`config.mk`:
```
export PLATFORM = sky130hd
export DESIGN_NAME = sync_to_count_flat
export DESIGN_NICKNAME = d
export VERILOG_FILES = /design/src/rtl/sync_to_count_if.sv /design/src/rtl/sync_to_count.sv /design/src/flat_wrapper.sv
export SDC_FILE = /design/constraint.sdc
export NUM_CORES = 1
export LEC_CHECK = 0
export CAP_MARGIN = 20
export CELL_PAD_IN_SITES_DETAIL_PLACEMENT = 1
export CELL_PAD_IN_SITES_GLOBAL_PLACEMENT = 1
export CORE_MARGIN = 3
export CORE_UTILIZATION = 30
export CTS_CLUSTER_DIAMETER = 40
export DETAILED_ROUTE_END_ITERATION = 8
export PLACE_DENSITY = 0.65
export SLEW_MARGIN = 20
export SYNTH_ARGS = -nofsm -noshare
export SYNTH_HDL_FRONTEND = slang
export SYNTH_SLANG_ARGS = --single-unit
```
`constraint.sdc`:
```
create_clock -name CLK -period 6.8 [get_ports CLK]
set_input_delay 1.02 -clock CLK [delete_from_list [all_inputs] [get_ports CLK]]
set_output_delay 1.02 -clock CLK [all_outputs]
set_load 0.005 [all_outputs]
```
`src/rtl/sync_to_count_if.sv`:
```
// sync_to_count_if
// Groups the sync inputs and the coordinate/status outputs of sync_to_count.
//   master : drives H_pulse/V_pulse and observes the outputs (the generator side / bench)
//   slave  : the sync_to_count block itself
// Signals:
//   H_pulse, V_pulse      active-low sync from the VGA sync generator
//   COL, ROW              rebuilt pixel coordinates
//   ACTIVE                visible-area qualifier (only while locked)
//   H_SYNC_O, V_SYNC_O    syncs re-timed to COL/ROW
//   LOCKED, FRAME_START   lock status, start-of-frame pulse
//   SYNC_ERR              one-cycle lock-violation pulse
interface sync_to_count_if;
   logic       H_pulse;
   logic       V_pulse;
   logic [9:0] COL;
   logic [9:0] ROW;
   logic       ACTIVE;
   logic       H_SYNC_O;
   logic       V_SYNC_O;
   logic       LOCKED;
   logic       FRAME_START;
   logic       SYNC_ERR;

   modport master (
      output H_pulse, V_pulse,
      input  COL, ROW, ACTIVE, H_SYNC_O, V_SYNC_O, LOCKED, FRAME_START, SYNC_ERR
   );

   modport slave (
      input  H_pulse, V_pulse,
      output COL, ROW, ACTIVE, H_SYNC_O, V_SYNC_O, LOCKED, FRAME_START, SYNC_ERR
   );
endinterface

```
`src/rtl/sync_to_count.sv`:
```
// sync_to_count
// Rebuilds COL/ROW pixel coordinates from the active-low H/V sync pair of the
// VGA sync generator, re-times the syncs to the coordinates and tracks lock.
// A free-running counter pair predicts where each sync edge should land; a
// three-state machine (UNLOCKED -> H_ALIGNED -> LOCKED) compares real edges
// against those predictions.
// Ports:
//   CLK    pixel clock (same clock as the sync generator)
//   RST_N  asynchronous active-low reset
//   sif    sync_to_count_if.slave: H_pulse/V_pulse in; COL, ROW, ACTIVE,
//          H_SYNC_O, V_SYNC_O, LOCKED, FRAME_START, SYNC_ERR out (all registered)
module sync_to_count #(
   parameter int H_TOTAL  = 800,
   parameter int V_TOTAL  = 525,
   parameter int H_ACTIVE = 640,
   parameter int V_ACTIVE = 480,
   parameter int H_FRONT  = 16,
   parameter int V_FRONT  = 10
) (
   input  logic           CLK,
   input  logic           RST_N,
   sync_to_count_if.slave sif
);

   localparam logic [9:0] H_LAST = 10'(H_TOTAL - 1);
   localparam logic [9:0] V_LAST = 10'(V_TOTAL - 1);
   localparam logic [9:0] H_SYNC = 10'(H_ACTIVE + H_FRONT);
   localparam logic [9:0] V_SYNC = 10'(V_ACTIVE + V_FRONT);
   localparam logic [9:0] H_ACT  = 10'(H_ACTIVE);
   localparam logic [9:0] V_ACT  = 10'(V_ACTIVE);

   typedef enum logic [1:0] {UNLOCKED, H_ALIGNED, LOCKED} state_t;

   state_t     state_q, state_d;
   logic [9:0] col_q, col_d;
   logic [9:0] row_q, row_d;
   logic       h_d_q, v_d_q;   // previous sync samples, doubling as H_SYNC_O/V_SYNC_O
   logic       active_q, active_d;
   logic       fs_q, fs_d;
   logic       err_q, err_d;

   logic       hfall, vfall;
   logic       col_wrap, hexp, vexp;
   logic       h_miss, v_miss, h_bad, v_bad;
   logic [9:0] col_fr, row_fr;

   // Counters: free-running prediction plus edge reloads
   always_comb begin
      hfall    = h_d_q & ~sif.H_pulse;
      vfall    = v_d_q & ~sif.V_pulse;
      col_wrap = (col_q == H_LAST);
      col_fr   = col_wrap ? '0 : col_q + 10'd1;
      row_fr   = row_q;
      if (col_wrap)
         row_fr = (row_q == V_LAST) ? '0 : row_q + 10'd1;
      hexp     = (col_fr == H_SYNC);
      vexp     = col_wrap && (row_fr == V_SYNC);

      col_d    = hfall ? H_SYNC : col_fr;
      // A reloading H edge means the column did not actually wrap.
      row_d    = vfall ? V_SYNC : (hfall ? row_q : row_fr);
   end

   // Lock machine
   always_comb begin
      state_d = state_q;
      err_d   = 1'b0;
      h_miss  = hexp & ~hfall;
      v_miss  = vexp & ~vfall;
      h_bad   = hfall & ~hexp;
      v_bad   = vfall & ~vexp;
      case (state_q)
         UNLOCKED:  if (hfall) state_d = H_ALIGNED;
         H_ALIGNED: if (vfall) state_d = LOCKED;
         LOCKED: begin
            // A missing edge outranks a misplaced one when both occur.
            if (h_miss || v_miss) begin
               state_d = UNLOCKED;
               err_d   = 1'b1;
            end else if (h_bad || v_bad) begin
               state_d = H_ALIGNED;
               err_d   = 1'b1;
            end
         end
         default:   state_d = UNLOCKED;
      endcase
      // Qualifiers look at next-state values so they line up with COL/ROW.
      active_d = (state_d == LOCKED) && (col_d < H_ACT) && (row_d < V_ACT);
      fs_d     = (state_d == LOCKED) && (col_d == '0) && (row_d == '0);
   end

   always_ff @(posedge CLK or negedge RST_N) begin
      if (!RST_N) begin
         state_q  <= UNLOCKED;
         col_q    <= '0;
         row_q    <= '0;
         h_d_q    <= 1'b1;
         v_d_q    <= 1'b1;
         active_q <= 1'b0;
         fs_q     <= 1'b0;
         err_q    <= 1'b0;
      end else begin
         state_q  <= state_d;
         col_q    <= col_d;
         row_q    <= row_d;
         h_d_q    <= sif.H_pulse;
         v_d_q    <= sif.V_pulse;
         active_q <= active_d;
         fs_q     <= fs_d;
         err_q    <= err_d;
      end
   end

   assign sif.COL         = col_q;
   assign sif.ROW         = row_q;
   assign sif.H_SYNC_O    = h_d_q;
   assign sif.V_SYNC_O    = v_d_q;
   assign sif.ACTIVE      = active_q;
   assign sif.LOCKED      = (state_q == LOCKED);
   assign sif.FRAME_START = fs_q;
   assign sif.SYNC_ERR    = err_q;

endmodule

```
`src/flat_wrapper.sv`:
```
// flat-port wrapper written by rule: the top's interface ports become plain ports
module sync_to_count_flat 
#(
   parameter int H_TOTAL  = 800,
   parameter int V_TOTAL  = 525,
   parameter int H_ACTIVE = 640,
   parameter int V_ACTIVE = 480,
   parameter int H_FRONT  = 16,
   parameter int V_FRONT  = 10
)
  (CLK, RST_N, sif_H_pulse, sif_V_pulse, sif_COL, sif_ROW, sif_ACTIVE, sif_H_SYNC_O, sif_V_SYNC_O, sif_LOCKED, sif_FRAME_START, sif_SYNC_ERR);
  sync_to_count_if sif_i ();
  input  logic CLK;
  input  logic RST_N;
  input wire logic [$bits(sif_i.H_pulse)-1:0] sif_H_pulse;
  input wire logic [$bits(sif_i.V_pulse)-1:0] sif_V_pulse;
  output wire logic [$bits(sif_i.COL)-1:0] sif_COL;
  output wire logic [$bits(sif_i.ROW)-1:0] sif_ROW;
  output wire logic [$bits(sif_i.ACTIVE)-1:0] sif_ACTIVE;
  output wire logic [$bits(sif_i.H_SYNC_O)-1:0] sif_H_SYNC_O;
  output wire logic [$bits(sif_i.V_SYNC_O)-1:0] sif_V_SYNC_O;
  output wire logic [$bits(sif_i.LOCKED)-1:0] sif_LOCKED;
  output wire logic [$bits(sif_i.FRAME_START)-1:0] sif_FRAME_START;
  output wire logic [$bits(sif_i.SYNC_ERR)-1:0] sif_SYNC_ERR;
  assign sif_i.H_pulse = sif_H_pulse;
  assign sif_i.V_pulse = sif_V_pulse;
  assign sif_COL = sif_i.COL;
  assign sif_ROW = sif_i.ROW;
  assign sif_ACTIVE = sif_i.ACTIVE;
  assign sif_H_SYNC_O = sif_i.H_SYNC_O;
  assign sif_V_SYNC_O = sif_i.V_SYNC_O;
  assign sif_LOCKED = sif_i.LOCKED;
  assign sif_FRAME_START = sif_i.FRAME_START;
  assign sif_SYNC_ERR = sif_i.SYNC_ERR;
  sync_to_count #(.H_TOTAL(H_TOTAL), .V_TOTAL(V_TOTAL), .H_ACTIVE(H_ACTIVE), .V_ACTIVE(V_ACTIVE), .H_FRONT(H_FRONT), .V_FRONT(V_FRONT)) u_core (.CLK(CLK), .RST_N(RST_N), .sif(sif_i));
endmodule
```
==> summary.md <==
| Metric | Value |
|---|---|
| Cts repair resizes | 0 |
| Syn_area_per_cell | 9.37 µm² |
| Max Clk Rate | 0.333 GHz |
| Initial antenna violation count | 0 |
| Ant diodes | 0 |
| Maximum VDD drop | about 0.10 mV |
| Grt total ovfl | 0 |
| Initial Util | 0.318 |
| Synth Instances | 178 |
| Core footprint | 0.00524 mm² |
| WL/cell | around 18 µm |
| Hold crit path type | reg -> reg |
| Root Buffer | clkbuf_8 |
| Most frequent cell after synthesis | dfrtp_1 |
| Clk pin slew, worst setup/hold paths | 0.10 ns |
| Share of cells above drive strength 1 | 0.0837 |
| CTS sink cnt | 27 |
| Synth cell count leaders | dfrtp_1, nand2_1, nor2_1 |
| TritonCTS buffer count | 3 |
| Vias per cell | about 5.6 |
| Sequential cell area fraction in the yosys report | 0.407 |
| Leak pwr | approximately 0.76 nW |
| Clk_skew | between 0.005 and 0.006 ns |
| Path type of the worst setup path | in -> reg |
| # hold bufs at CTS | 0 |
| Die width | 80.6 µm |
| Yosys cell types | 52 |
| Slew Viols, Final | 0 |
| Worst Tran Pin Value | 0.597 ns |
| Vias | approximately 1.5k |
| Final Power | 389 µW |
| Pwr/cell area | 189 mW/mm² |
| Worst Path Required | 6.96 ns |
| Critical Path Sink Type | flip-flop |
| RSZ-0062 raised after global routing | no |
| Final core occ | 0.394 |
| Ports | 30 |
| Final period utilization | 0.442 |
| Final min period | 3.01 ns |
| HPWL after detailed placement | 3.75 mm |
| Setup slack after layout | between 3 and 4 ns |
| Slew margin rel. | 0.599 |
| DRT antenna net count | 0 |
| Top cell type's share of synthesized area | 0.375 |
| Overall routing resource usage | 0.167 |
| Yosys top cell by area | dfrtp_1 |
| Die Ht | a little over 80 µm |
| Outcome | finished, final reports clean |
| Synthesized cell area | 0.00167 mm² |
| Fillers | 622 |
| Synth warn | 0 |
| Asr flop ratio synth | 1.00 |
| H-tree depth | 1 |
| Routed WL | 4.96 mm |
| CP Launch Type | primary input |
| Rows | 26 |
| DRC violations left | 0 |
| Pre-antenna DRT Iters | 4 |
| Syn_nets | about 190 |
| CTS tree | done |
| Clock Latency Late Sink | about 0.28 ns |
| Final hold viol count | 0 |
| Layout Nets | 211 |
| Max-Cap Viols | 0 |
| CP arrival | 3.17 ns |
| Setup TNS | 0 ns |
| Final Wtd Congestion | a little over 0.8 |
| Vias in the first global route | around 1.7k |
| Dominant cells by area after synthesis | dfrtp_1, xnor2_1, nand2_1 |
| Clock Path Buffers | 2 |
| Critical path peak fanout | 15 |
| Synth Register Bits | 27 |
| Number of synthesized flops with an enable pin | 0 |
| Total setup buffers inserted after CTS | 0 |
| Setup WS pre-CTS | 3.45 ns |
| First-pass GRT wire length | 8.39 mm |
| Area Growth Syn to Fin | 23.6% |
| IO buf count | 29 |
| Die area | 0.00649 mm² |
| Iter 0 DRT Violations | 94 |
| Largest net degree at the start of global routing | 28 |
| Most common flop cell mapped by yosys | dfrtp_1 |
| # setup viols final | 0 |
-- layout make-up --
type,count,area [µm²],area share
clock buffer,3,41.3,0.0200
clock inverter,1,5.00,0.00243
inverter,4,15.0,0.00728
multi-input combinational,138,937,0.454
sequential,27,678,0.329
tap,70,87.6,0.0425
timing repair buffer,30,298,0.144
-- metrics by stage --
stage	std cells	hold WS, ns	area (µm²)
2_1_floorplan	178	0.508	1670
3_3_place_gp	269	0.544	2020
3_5_place_dp	269	0.549	2020
4_1_cts	273	0.567	2060
5_1_grt	273	0.611	2060
6_report	273	0.566	2060
-- final timing paths --
kind / from / to / cells after the start / slack (ns)
hold reg to reg: u_core.sif.COL[0] / u_core.sif.COL[0] / 1 / 0.57
setup reg to reg: u_core.sif.COL[0] / u_core.sif.FRAME_START / 8 / 3.85
setup / recovery: sif_H_pulse / u_core.sif.ACTIVE / 8 / 3.79
hold / removal: u_core.sif.COL[0] / u_core.sif.COL[0] / 1 / 0.57
min in group asynchronous: RST_N / u_core.sif.ROW[7] / 2 / 1.11
max in group asynchronous: RST_N / u_core.sif.H_SYNC_O / 2 / 5.37
-- cells by family after synthesis --
| kind of cell | after synthesis | share of synthesized area |
|---|---|---|
| XOR/XNOR | 11 | 0.0578 |
| buffers and inverters | 13 | 0.0315 |
| adder cells (fa/ha/maj) | 3 | 0.0225 |
| multiplexers | 3 | 0.0180 |
| AO/OA/AOI/OAI | 35 | 0.150 |
| AND/OR/NAND/NOR | 86 | 0.314 |
| flip-flops | 27 | 0.407 |
-- cells in the final DEF, fill, tap and decap left out, types with 3 or more instances in the layout --
cell and count:
xnor2_1 7, clkbuf_8 3, nor4_1 5, inv_1 4
a21oi_1 4, nor2b_1 3, and3_1 4, ha_1 3
o31ai_1 3, nor4b_1 3, dfrtp_1 25, nor3_1 4
nand3_1 8, o21ai_0 7, xor2_1 4, nand2_1 16
clkdlybuf4s50_1 29, nand2b_1 3, mux2i_1 3, nand4_1 6
a31oi_1 4, nand3b_1 4, nor2_1 15
-- sequential cells by signal, summed over array words and instances, names as in the netlist --
register / flops
u_core.sif.V_SYNC_O: 1
u_core.sif.COL: 10
u_core.sif.H_SYNC_O: 1
u_core.state_q: 2
u_core.sif.SYNC_ERR: 1
u_core.sif.ROW: 10
u_core.sif.ACTIVE: 1
u_core.sif.FRAME_START: 1
-- critical path, cell delays in order --
cell             delay, ns
clkdlybuf4s50_1       0.49
nand2b_1              0.29
nand4_4               0.25
or4_1                 0.59
nand4_1               0.11
mux2i_1               0.08
a31oi_1               0.25
a221oi_1              0.08
-- power by group --
part | switching [mW] | leakage (nW) | internal (mW)
clock | 0.0556 | 0.0255 | 0.0413
sequential | 0.0257 | 0.314 | 0.177
combinational | 0.0433 | 0.424 | 0.0467
total | 0.125 | 0.763 | 0.264
-- per-layer routing --
layer / share of wire / GRT usage
met5: 0 / 0
met4: 0.016 / 0.0524
met3: 0.023 / 0.0348
met2: 0.52 / 0.289
met1: 0.44 / 0.206
Note: power is estimated with default switching activity, not from simulation.
